--- src/rtl/dec_scan.sv ---
// dec_scan: registered one-hot decoder with a scan sequencer.
//
// Direct mode latches a select code and holds the matching one-hot output.
// Scan mode walks a single high bit from the start index upwards, dwelling
// DWELL cycles on each output. The walk either ends after the top output
// (single pass) or wraps around until stopped (continuous).
//
// Ports:
//   clk       rising-edge clock
//   rst_n     asynchronous active-low reset
//   in_valid  command strobe, accepted when in_valid && in_ready
//   in_ready  high when not scanning and stop is low (combinational)
//   sel       start/select index, sampled on acceptance
//   mode      00 direct, 01 scan single-pass, 10 scan continuous, 11 direct
//   stop      abort, highest priority
//   D         registered one-hot (or all-zero) output
//   busy      registered, high while scanning
//   done      registered one-cycle pulse at the end of a single-pass scan
module dec_scan #(
  parameter int unsigned N     = 3,
  parameter int unsigned DWELL = 1
) (
  input  logic              clk,
  input  logic              rst_n,
  input  logic              in_valid,
  output logic              in_ready,
  input  logic [N-1:0]      sel,
  input  logic [1:0]        mode,
  input  logic              stop,
  output logic [(1<<N)-1:0] D,
  output logic              busy,
  output logic              done
);

  localparam int unsigned W  = 1 << N;
  localparam int unsigned DW = (DWELL > 1) ? $clog2(DWELL) : 1;

  localparam logic [DW-1:0] DwellLast = DW'(DWELL - 1);
  localparam logic [N-1:0]  IdxMax    = {N{1'b1}};

  typedef enum logic [1:0] {
    StIdle,
    StHold,
    StScan
  } state_t;

  state_t        r_state;
  logic [N-1:0]  r_idx;
  logic [DW-1:0] r_dwell;
  logic          r_cont;
  logic [W-1:0]  r_d;
  logic          r_busy;
  logic          r_done;

  logic          w_accept;
  logic          w_is_scan_cmd;
  logic [W-1:0]  w_onehot;

  assign in_ready      = (r_state != StScan) && !stop;
  assign w_accept      = in_valid && in_ready;
  // mode 11 falls through to direct behaviour
  assign w_is_scan_cmd = (mode == 2'b01) || (mode == 2'b10);
  assign w_onehot      = {{(W-1){1'b0}}, 1'b1} << sel;

  always_ff @(posedge clk or negedge rst_n) begin
    if (!rst_n) begin
      r_state <= StIdle;
      r_idx   <= '0;
      r_dwell <= '0;
      r_cont  <= 1'b0;
      r_d     <= '0;
      r_busy  <= 1'b0;
      r_done  <= 1'b0;
    end else begin
      r_done <= 1'b0;
      if (stop) begin
        // Abort wins over everything, including a command on the same edge.
        r_state <= StIdle;
        r_dwell <= '0;
        r_d     <= '0;
        r_busy  <= 1'b0;
      end else if (w_accept) begin
        r_idx   <= sel;
        r_d     <= w_onehot;
        r_dwell <= '0;
        if (w_is_scan_cmd) begin
          r_state <= StScan;
          r_busy  <= 1'b1;
          r_cont  <= (mode == 2'b10);
        end else begin
          r_state <= StHold;
          r_busy  <= 1'b0;
        end
      end else if (r_state == StScan) begin
        if (r_dwell == DwellLast) begin
          r_dwell <= '0;
          if (r_idx != IdxMax) begin
            r_idx <= r_idx + 1'b1;
            r_d   <= r_d << 1;
          end else if (r_cont) begin
            r_idx <= '0;
            r_d   <= {{(W-1){1'b0}}, 1'b1};
          end else begin
            // Single pass never wraps: finish after the top output.
            r_state <= StIdle;
            r_d     <= '0;
            r_busy  <= 1'b0;
            r_done  <= 1'b1;
          end
        end else begin
          r_dwell <= r_dwell + 1'b1;
        end
      end
    end
  end

  assign D    = r_d;
  assign busy = r_busy;
  assign done = r_done;

endmodule

--- config.mk ---
export PLATFORM = sky130hd
export DESIGN_NAME = dec_scan
export DESIGN_NICKNAME = d
export VERILOG_FILES = /design/src/rtl/dec_scan.sv
export SDC_FILE = /design/constraint.sdc
export NUM_CORES = 1
export LEC_CHECK = 0
export ABC_AREA = 1
export CAP_MARGIN = 25
export CORE_AREA = 2 2 45 47
export DETAILED_ROUTE_END_ITERATION = 6
export DIE_AREA = 0 0 47 49
export PLACE_DENSITY_LB_ADDON = 0.25
export SLEW_MARGIN = 10
export SYNTH_ARGS = -nofsm -noshare
export SYNTH_HDL_FRONTEND = slang
export SYNTH_SLANG_ARGS = --single-unit
--- constraint.sdc ---
create_clock -name clk -period 3.92 [get_ports clk]
set_clock_uncertainty 0.15 [all_clocks]
set_input_delay 0.98 -clock clk [delete_from_list [all_inputs] [get_ports clk]]
set_output_delay 0.98 -clock clk [all_outputs]
set_load 0.005 [all_outputs]
==> run_results.csv <==
group,metric,value,unit
timing,rsz0062_at_grt,"false",
placed_design,place_hpwl,1410,um
clock_network,cts_tree,"yes",
power_and_ir_drop,pwr_density_cell,371,nW/um^2
timing,setup_tns,0,ns
clock_network,clk_pin_slew_worst_paths,0.08,ns
routing,routed_wire_length_per_instance,11.1,um
global_route,antenna_found_initial,0,
timing,hold_viol,0,
timing,drv_slew,0,
routing,postRouteAntennaNets,0,
clock_network,cts.sinks,15,
routing,drt_iter0_drc,14,
power_and_ir_drop,p_total,0.418,mW
clock_network,h-tree-depth,1,
cells_and_area,design_area,1130,sq um
logic_synthesis,synthesis.area,890,sq um
critical_path,critPathRequiredTime,2.79,ns
critical_path,endpoint_kind,"output pin",
clock_network,cts_resized,0,
power_and_ir_drop,vdd_drop_max,289,uV
critical_path,rr_startpoint,"r_idx[0]$_DFFE_PN0P_",
global_route,grt_pass1_vias,751,
clock_network,clockRootBuffer,"clkbuf_4",
critical_path,r2r_end,"r_idx[1]$_DFFE_PN0P_",
timing,max_freq,300,MHz
logic_synthesis,yosysSeqAreaShare,0.422,
cells_and_area,nNetsFinal,157,
cells_and_area,fin_cells,171,
placed_design,place_congestion,0.781,
global_route,overflow,0,
routing,drc_errors,0,
global_route,grt_usage,0.189,
logic_synthesis,syn_nets,134,
timing,tightestPinTransition,0.700,ns
clock_network,cts_hold_buffers,0,
timing,slew_headroom,0.532,
die,rows,16,
clock_network,numCtsBuffers,3,
global_route,grt_first_pass_wirelength,3130,um
logic_synthesis,ys_seq_elements,15,
clock_network,clockBufferDepth,2,
timing,fin_crit,3.34,ns
logic_synthesis,synth_top_cell_area_share,0.422,
power_and_ir_drop,leakagePower,0.575,nW
worst_hold_path,min_to,"D[7]$_DFFE_PN0P_",
logic_synthesis,syn_inst,122,
critical_path,reg2reg_slack,2.30,ns
worst_hold_path,hold_path.class,"flop to flop",
logic_synthesis,synth_top_cell_by_area,"dfrtp_1",
cells_and_area,diodes,0,
placed_design,placed_area,1100,sq um
routing,avgViaCountPerCell,4.74,
die,pin_count,20,
die,start_util,0.483,
logic_synthesis,synthDistinctLibCells,20,
run_status,outcome,"completed",
cells_and_area,fillCellCount,174,
critical_path,r2r_cells,9,
clock_network,clock_latency,0.29,ns
logic_synthesis,synth_top_cells_by_area,"dfrtp_1, nand2_1, nand3_1",
routing,firstDrtPassIters,4,
timing,period_share,0.851,
critical_path,arrival,2.21,ns
die,die_w,47,um
cells_and_area,area_delta_synth_final,26.9,%
clock_network,post_cts_buffers,0,
logic_synthesis,yosysWarnings,0,
worst_hold_path,hold_path_depth,2,
global_route,grt_max_degree,16,
placed_design,port_buffers,19,
critical_path,crit_path_start_kind,"input pin",
die,die_height,49,um
cells_and_area,drive_above_1_share,0.104,
worst_hold_path,min-delay-start,"D[7]$_DFFE_PN0P_",
placed_design,dp.cells,167,
timing,timing.hold.ws,0.343,ns
die,die_area,2300,sq um
routing,wl,1890,um
routing,vias,810,
critical_path,critPathMaxFanout,4,
die,core_area,1840,sq um
timing,setup_violations,0,
logic_synthesis,syn_area_per_cell,7.29,sq um
job,cap_viol_max_count,0,
critical_path,path_class,"input pin to output pin",
[cells by family (layout without fill, tap and decap cells)]
group                    count (synthesis)  after routing  synth area share
flip-flops                              15             15             0.422
adder cells (fa/ha/maj)                  3              3            0.0422
AND/OR/NAND/NOR                         82             82             0.404
buffers and inverters                   14             36            0.0689
AO/OA/AOI/OAI                            8              8            0.0633
[through the flow]
step	util	setup WS, ns
after floorplan	-	1.68
after global placement	0.599	0.601
after detailed placement	0.599	0.583
after CTS	0.613	0.582
after global routing	0.613	0.531
final	0.613	0.584
[synth_stat cells (all sizes together)]
| cell type | number |
|---|---|
| nand2 | 60 |
| o22ai | 1 |
| o21ai | 5 |
| dfrtp | 15 |
| inv | 11 |
| a21oi | 2 |
| nor2 | 4 |
| clkinv | 2 |
| buf | 1 |
| ha | 3 |
| nand3 | 17 |
| nand4 | 1 |
[worst max-delay path: stages]
cell,delay (ns)
clkdlybuf4s50_1,0.51
a21oi_2,0.19
clkdlybuf4s50_1,0.52
[flip-flops by register name, summed over array words and instances (netlist names)]
register  flops
D             8
r_idx         3
busy          1
done          1
r_cont        1
r_state       1
[area by class of cell]
type,count,area [sq um],area share
flip-flops and latches,15,375,0.333
inverters,13,50.0,0.0443
well taps,27,33.8,0.0299
clock buffers,4,26.3,0.0233
repair buffers,19,190,0.169
multi-input cells,93,453,0.401
[power by group]
group	internal (mW)	switching [mW]	total [mW]	leakage [nW]
clock network	0.0396	0.0529	0.0926	0.0150
registers	0.179	0.0182	0.197	0.198
logic	0.0601	0.0682	0.128	0.362
total	0.279	0.139	0.418	0.575
[layout by cell type (no fill, tap or decap)]
cell / instances
nor2_1: 3
nand4_1: 1
o21ai_0: 1
clkinv_1: 1
nand2_4: 1
nand3_4: 1
nand2_1: 57
a21oi_4: 1
clkbuf_1: 1
dfrtp_1: 15
o22ai_1: 1
clkdlybuf4s50_1: 19
nor2_2: 1
ha_1: 3
clkinv_2: 1
o21ai_1: 4
a21oi_2: 1
clkbuf_4: 3
nand3_1: 16
nand2_2: 2
inv_1: 7
inv_2: 4
[metal layers]
layer / global-route usage / share of wire / up-vias / wire length [um]
met5: 0 / 0 / - / 0
met4: 0.0833 / 0.022 / 0 / 42
met3: 0.0222 / 0.026 / 5 / 49
met2: 0.299 / 0.46 / 12 / 870
met1: 0.251 / 0.49 / 363 / 927
li1: - / - / 430 / -
[worst max path at each step]
stage / from / to / cells after the start
finish: stop / in_ready / 3
global route: stop / in_ready / 3
CTS: stop / in_ready / 3
detailed placement: stop / in_ready / 3
global placement: stop / in_ready / 3
floorplan: stop / in_ready / 1
Note: power is estimated with default switching activity, not from simulation.
